--- config.mk ---
export PLATFORM = sky130hd
export DESIGN_NAME = spi_master
export DESIGN_NICKNAME = d
export VERILOG_FILES = /design/src/rtl/spi_master.sv
export SDC_FILE = /design/constraint.sdc
export NUM_CORES = 1
export LEC_CHECK = 0
export CAP_MARGIN = 20
export CORE_MARGIN = 3
export CORE_UTILIZATION = 50
export DETAILED_ROUTE_END_ITERATION = 7
export PLACE_DENSITY = 0.83
export SKIP_LAST_GASP = 1
export SYNTH_ARGS = -nofsm -noshare
export SYNTH_HDL_FRONTEND = slang
export SYNTH_SLANG_ARGS = --single-unit
--- constraint.sdc ---
create_clock -name clk -period 2.42 [get_ports clk]
set_clock_uncertainty 0.15 [all_clocks]
set_input_delay 0.484 -clock clk [delete_from_list [all_inputs] [get_ports clk]]
set_output_delay 0.484 -clock clk [all_outputs]
set_load 0.01 [all_outputs]
--- src/rtl/spi_master.sv ---
// SPI mode-0 master: 8-bit MSB-first frames, cs_n framing, one-cycle done pulse.
// Each of the LEAD/LOW/HIGH/TRAIL phases lasts CLK_DIV clk cycles.
module spi_master #(
  parameter int unsigned CLK_DIV = 4
) (
  input  logic       clk,
  input  logic       rst,
  input  logic       start,
  input  logic [7:0] tx_data,
  output logic       busy,
  output logic       done,
  output logic [7:0] rx_data,
  output logic       spi_clk,
  output logic       mosi,
  input  logic       miso,
  output logic       cs_n
);

  localparam int unsigned DIV_W = $clog2(CLK_DIV) + 1;
  localparam logic [DIV_W-1:0] DIV_LAST = DIV_W'(CLK_DIV - 1);

  typedef enum logic [2:0] {IDLE, LEAD, LOW, HIGH, TRAIL} state_t;

  state_t           state, state_d;
  logic [DIV_W-1:0] div_cnt, div_d;
  logic [2:0]       bit_cnt, bit_d;
  logic [7:0]       tx_shift, tx_d;
  logic [7:0]       rx_shift, rx_d;
  logic             spi_clk_d, mosi_d, cs_n_d, busy_d, done_d;
  logic [7:0]       rx_data_d;
  logic             phase_end;

  assign phase_end = (div_cnt == DIV_LAST);

  always_ff @(posedge clk or posedge rst) begin
    if (rst) begin
      state    <= IDLE;
      div_cnt  <= '0;
      bit_cnt  <= '0;
      tx_shift <= '0;
      rx_shift <= '0;
      spi_clk  <= 1'b0;
      mosi     <= 1'b0;
      cs_n     <= 1'b1;
      busy     <= 1'b0;
      done     <= 1'b0;
      rx_data  <= '0;
    end else begin
      state    <= state_d;
      div_cnt  <= div_d;
      bit_cnt  <= bit_d;
      tx_shift <= tx_d;
      rx_shift <= rx_d;
      spi_clk  <= spi_clk_d;
      mosi     <= mosi_d;
      cs_n     <= cs_n_d;
      busy     <= busy_d;
      done     <= done_d;
      rx_data  <= rx_data_d;
    end
  end

  always_comb begin
    state_d   = state;
    div_d     = div_cnt;
    bit_d     = bit_cnt;
    tx_d      = tx_shift;
    rx_d      = rx_shift;
    spi_clk_d = spi_clk;
    mosi_d    = mosi;
    cs_n_d    = cs_n;
    busy_d    = busy;
    done_d    = 1'b0;
    rx_data_d = rx_data;

    if (state != IDLE) begin
      div_d = phase_end ? '0 : div_cnt + DIV_W'(1);
    end

    case (state)
      IDLE: begin
        if (start) begin
          tx_d    = tx_data;
          mosi_d  = tx_data[7];
          cs_n_d  = 1'b0;
          busy_d  = 1'b1;
          bit_d   = '0;
          div_d   = '0;
          state_d = LEAD;
        end
      end
      LEAD, LOW: begin
        if (phase_end) begin
          spi_clk_d = 1'b1;
          state_d   = HIGH;
        end
      end
      HIGH: begin
        // Sample at the end of the high phase to tolerate slave-side latency.
        if (phase_end) begin
          rx_d      = {rx_shift[6:0], miso};
          spi_clk_d = 1'b0;
          if (bit_cnt != 3'd7) begin
            bit_d   = bit_cnt + 3'd1;
            tx_d    = {tx_shift[6:0], 1'b0};
            mosi_d  = tx_shift[6];
            state_d = LOW;
          end else begin
            mosi_d  = 1'b0;
            state_d = TRAIL;
          end
        end
      end
      TRAIL: begin
        if (phase_end) begin
          cs_n_d    = 1'b1;
          busy_d    = 1'b0;
          done_d    = 1'b1;
          rx_data_d = rx_shift;
          state_d   = IDLE;
        end
      end
      default: state_d = IDLE;
    endcase
  end

endmodule

**Word-level counts from Yosys, hierarchy flattened**

Cells that the tools add are included.

- Latch bits: 0
- Memory bits (read-only): 0
- Input bits: 12
- RAM bits: 0
- Memories: 0
- Flip-flop bits (word level): 37

- Multiplexer cells: 31
- Add/subtract/negate cells: 2
- Multipliers: 0
- Shift operators: 0
- Bitwise operators: 0
- Divide/modulo/power cells: 0
- Equal/unequal tests: 11
- Magnitude comparators: 0
- Reductions and logical operators: 13

Operators by type and width:

| operator | number |
|---|---|
| 3-bit 2-to-1 mux | 12 |
| 7-bit 2-to-1 mux | 3 |
| 7-bit one-hot mux with 2 select lines | 1 |
| 3-bit one-hot mux with 4 select lines | 1 |
| 2-bit inequality test, second input constant | 5 |
| 3-bit by 2-bit == test with 1-bit output, second input constant | 3 |
| 1-bit 2-to-1 mux | 9 |
| 3-bit AND reduction | 3 |
| 1-bit one-hot mux with 2 select lines | 4 |
| 4-bit AND reduction | 2 |
| 3-bit by 1-bit adder with 3-bit output, second input constant | 2 |
| 3-bit one-hot mux with 2 select lines | 1 |
| 2-bit nonzero test | 3 |
| 2-bit AND reduction | 2 |
| 3-bit by 1-bit == test with 1-bit output, second input constant | 1 |
| 3-bit == test, second input constant | 1 |
| 3-bit zero test | 1 |
| 3-bit inequality test, second input constant | 1 |
| 3-bit nonzero test | 1 |
| 2-bit OR reduction | 1 |

**Logic depth before layout (Yosys ltp)**

- Depth after elaboration: 5
- Mapped depth: 6
- Depth with buffers taken out: 5

**Worst setup path after synthesis**

Ideal clock, no wire load.

- Path kind: reg-to-reg
- Start: reg div_cnt[0]
- End: reg rx_data[0]
- Data arrival time: 1,500 ps
- Data required time: 2,145 ps
- Buffers on the path: 1
- Slack: 645 ps
- Clock period less this slack: 1,775 ps
- Stages on the path, launching flop included: 7
- Cells stage by stage: dfrtp_1 -> ha_1 -> nor2b_1 -> buf_2 -> nand3_2 -> inv_2 -> mux2_2

- Cells in the longest elaborated chain, start to end: 2

Ends and longest elaborated chain:

| item | RTL line | text |
|---|---|---|
| from (decl) | 25 | `logic [DIV_W-1:0] div_cnt, div_d;` |
| from (signal assigned) | 50 | `div_cnt <= div_d;` |
| 3-bit by 2-bit == test with 1-bit output | 33 | `assign phase_end = (div_cnt == DIV_LAST);` |
| 2-bit AND reduction (no source line) | - |  |
| to (signal assigned) | 59 | `rx_data <= rx_data_d;` |
| to (decl) | 12 | `output logic [7:0] rx_data,` |

No other way between the ends.
A chain may end at the register's enable or synchronous reset.

**Worst setup path in the final report**

- Start: reg cs_n
- End: out cs_n

RTL lines:

| item | RTL line | text |
|---|---|---|
| from (decl) | 16 | `output logic cs_n` |
| from (signal assigned) | 56 | `cs_n <= cs_n_d;` |

No word-level cell between the ends.

==> results.sh <==
export IMPL_path_max_fanout=2
export IMPL_wl_mm=3.23
export IMPL_cts_repair_timing_setup_buffer_count=0
export IMPL_synth_top_cell_by_area="dfrtp_1"
export IMPL_synthTopCellsByArea="dfrtp_1 53%, mux2_2 11%, mux2i_1 4.1%, a2bb2oi_1 3.6%, or3b_2 3.1%"
export IMPL_cts_tree="built"
export IMPL_status="complete, no violations"
export IMPL_dr_pass1_iters=4
export IMPL_p_comb_share_pct=34.1
export IMPL_start_util_pct=54.1
export IMPL_tightest_slew_ps=487
export IMPL_path_buf_inv=1
export IMPL_max_freq_mhz=488
export IMPL_clkTransAtPathRegs_ps=110
export IMPL_relSlewSlack_pct=67.5
export IMPL_overflow=0
export IMPL_grt_max_degree=21
export IMPL_critPathCaptureType="output port"
export IMPL_setup_viol=0
export IMPL_post_route_period_util_pct=84.7
export IMPL_ys_async_sr_fraction_pct=100
export IMPL_gp_congestion=0.830
export IMPL_synthCells=130
export IMPL_met3_usage_pct=6.50
export IMPL_irDropWorstVdd_mv=0.510
export IMPL_clk_path_buf_depth=2
export IMPL_synth_flop_cell="dfrtp_1"
export IMPL_path_cells="clkdlybuf4s50_1"
export IMPL_cp_start_kind="register"
export IMPL_drive_gt1_share_pct=26.6
export IMPL_die_y_microns=64.4
export IMPL_wl_per_cell_microns=16.0
export IMPL_post_drt_via_cell_ratio=5.60
export IMPL_placed_cell_area_sq_mm=0.00198
export IMPL_synth_area_sq_mm=0.00171
export IMPL_switching_share_pct=32.8
export IMPL_netSwitchingPower_uw=648
export IMPL_drtIter0Drc=42
export IMPL_place_port_buffers=24
export IMPL_drc=0
export IMPL_yosys_register_bits=37
export IMPL_slowest_stage="dfstp_2"
export IMPL_synth_seq_area_share_pct=54.4
export IMPL_yosys_area_top_type_share_pct=52.8
export IMPL_nets=172
export IMPL_synth_edff_count=0
export IMPL_pwr_share_seq_pct=47.4
export IMPL_path_class="register to output port"
export IMPL_post_dp_hpwl_mm=2.37
export IMPL_hp_class="input pin to async pin"
export IMPL_h_tree_depth=2
export IMPL_synth_common_cells="36 x dfrtp_1, 17 x mux2_2, 7 x a2bb2oi_1, 7 x mux2i_1, 7 x nor3_1"
export IMPL_setup_tns_ps=0
export IMPL_fp_dieW_microns=64.4
export IMPL_post_synth_top_count_cell="dfrtp_1"
export IMPL_grt_pass1_vias=1177
export IMPL_arrival_ps=1420
export IMPL_grtUsageTotal_pct=17.4
export IMPL_num_antenna_cells=0
export IMPL_io_pins=25
export IMPL_regArea_sq_um=927
export IMPL_fin_crit_ps=2050
export IMPL_p_leak_nw=0.908
export IMPL_top_usage_layer="met2"
export IMPL_max_stage_delay_ps=540
export IMPL_coreArea_sq_mm=0.00315
export IMPL_critPathTopFamily="flip-flops"
export IMPL_dpl_cell_count=194
export IMPL_power_share_clock_pct=18.4
export IMPL_slew_viol_final=0
export IMPL_yosysWarningCount=0
export IMPL_antenna_left=0
export IMPL_clock_sinks=37
export IMPL_antenna_found_initial=0
export IMPL_syn_to_final_growth_pct=20.5
export IMPL_cp_required_ps=1790
export IMPL_gr_usage_met2_pct=28.4
export IMPL_syn_area_per_cell_sq_um=13.1
export IMPL_cts_buffers=5
export IMPL_fp_row_count=20
export IMPL_dieArea_sq_mm=0.00415
export IMPL_final_cell_count_no_fill=202
export IMPL_multi_input_area_sq_um=721
export IMPL_fillCellCount=263
export IMPL_final_design_area_no_fill_sq_mm=0.00205
export IMPL_cellPowerDensity_mw_per_mm2=962
export IMPL_cts_resized_gates=0
export IMPL_hold_viol_final=0
export IMPL_maxCapViolations=0
export IMPL_grt_use_met1_pct=22.2
export IMPL_root_buffer="clkbuf_4"
export IMPL_grt_pass1_wl_mm=5.60
export IMPL_clk_insertion_delay_late_ps=330
export IMPL_cts_hold_buf=0
export IMPL_synth_cell_types=38
export IMPL_synth_nets=145
export IMPL_rsz0062_at_grt="false"
export IMPL_p_int_mw=1.33
export IMPL_num_vias=1132
## tightest hold or removal path: stages
cell             delay, ps
clkdlybuf4s50_1        390
inv_1                   70
buf_4                  240
## cell usage in the layout (no fill, tap or decap), drive strengths merged, types with 3 or more instances in the layout
cell | netlist | final
a2bb2oi | 7 | 7
buf | 5 | 3
clkbuf | 2 | 7
clkdlybuf4s50 | 0 | 24
dfrtp | 36 | 36
ha | 3 | 3
inv | 5 | 5
mux2 | 17 | 17
mux2i | 7 | 7
nand3b | 3 | 3
nor2 | 4 | 4
nor3 | 7 | 7
or3b | 6 | 6
## through the flow
stage / worst slack [ps] / total power [mW] / util [%] / hold slack [ps]
global route: 287 / 2.11 / 65.2 / 339
detailed placement: 218 / 1.63 / 62.9 / 338
floorplan: 645 / 1.43 / - / 314
CTS: 350 / 1.99 / 65.2 / 321
global placement: 292 / 1.57 / 62.9 / 330
finish: 370 / 1.98 / 65.2 / 326
## cell type report
class                      count  share of cell area (%)
clock buffer                   7                    3.17
clock inverter                 1                   0.244
inverter                       5                   0.914
multi-input combinational     81                    35.1
sequential                    37                    45.1
tap                           44                    2.68
timing repair buffer          27                    12.8
## power by group through the flow
stage | Sequential (mW) | Combinational, mW | Clock [mW]
2_1_floorplan | 0.895 | 0.539 | 0
3_3_place_gp | 0.935 | 0.639 | 0
3_5_place_dp | 0.948 | 0.680 | 0
4_1_cts | 0.935 | 0.683 | 0.376
5_1_grt | 0.963 | 0.736 | 0.414
6_report | 0.938 | 0.675 | 0.365
## registers in the layout (all words and copies together), names as in the netlist
register / flops
cs_n: 1
div_cnt: 3
spi_clk: 1
state: 3
tx_shift: 7
rx_shift: 8
rx_data: 8
bit_cnt: 3
busy: 1
mosi: 1
done: 1
## metal layers
| layer | wire length [microns] | vias to the layer above |
|---|---|---|
| met5 | 0 | - |
| met4 | 27 | 0 |
| met3 | 179 | 3 |
| met2 | 1610 | 23 |
| met1 | 1420 | 574 |
| li1 | - | 532 |
## logic make-up (layout without fill, tap and decap cells)
group                    after synthesis  count (layout)  share of synthesized area (%)
AND/OR/NAND/NOR                       30              30                           13.4
flip-flops                            37              37                           54.4
AO/OA/AOI/OAI                         23              23                           10.8
XOR/XNOR                               1               1                          0.514
adder cells (fa/ha/maj)                3               3                           2.20
buffers and inverters                 12              40                           3.37
multiplexers                          24              24                           15.3
## path summary, 6_finish.rpt
path / end / from / cells after the start / slack, ps
min in group clk: div_cnt[0] / div_cnt[0] / 1 / 350
setup reg to reg: rx_data[3] / div_cnt[0] / 5 / 420
setup / recovery: cs_n / cs_n / 1 / 370
hold / removal: done / rst / 3 / 330
max in group asynchronous: cs_n / rst / 3 / 1520
hold reg to reg: div_cnt[0] / div_cnt[0] / 1 / 350
No activity file was read; power rests on OpenSTA's default activity.
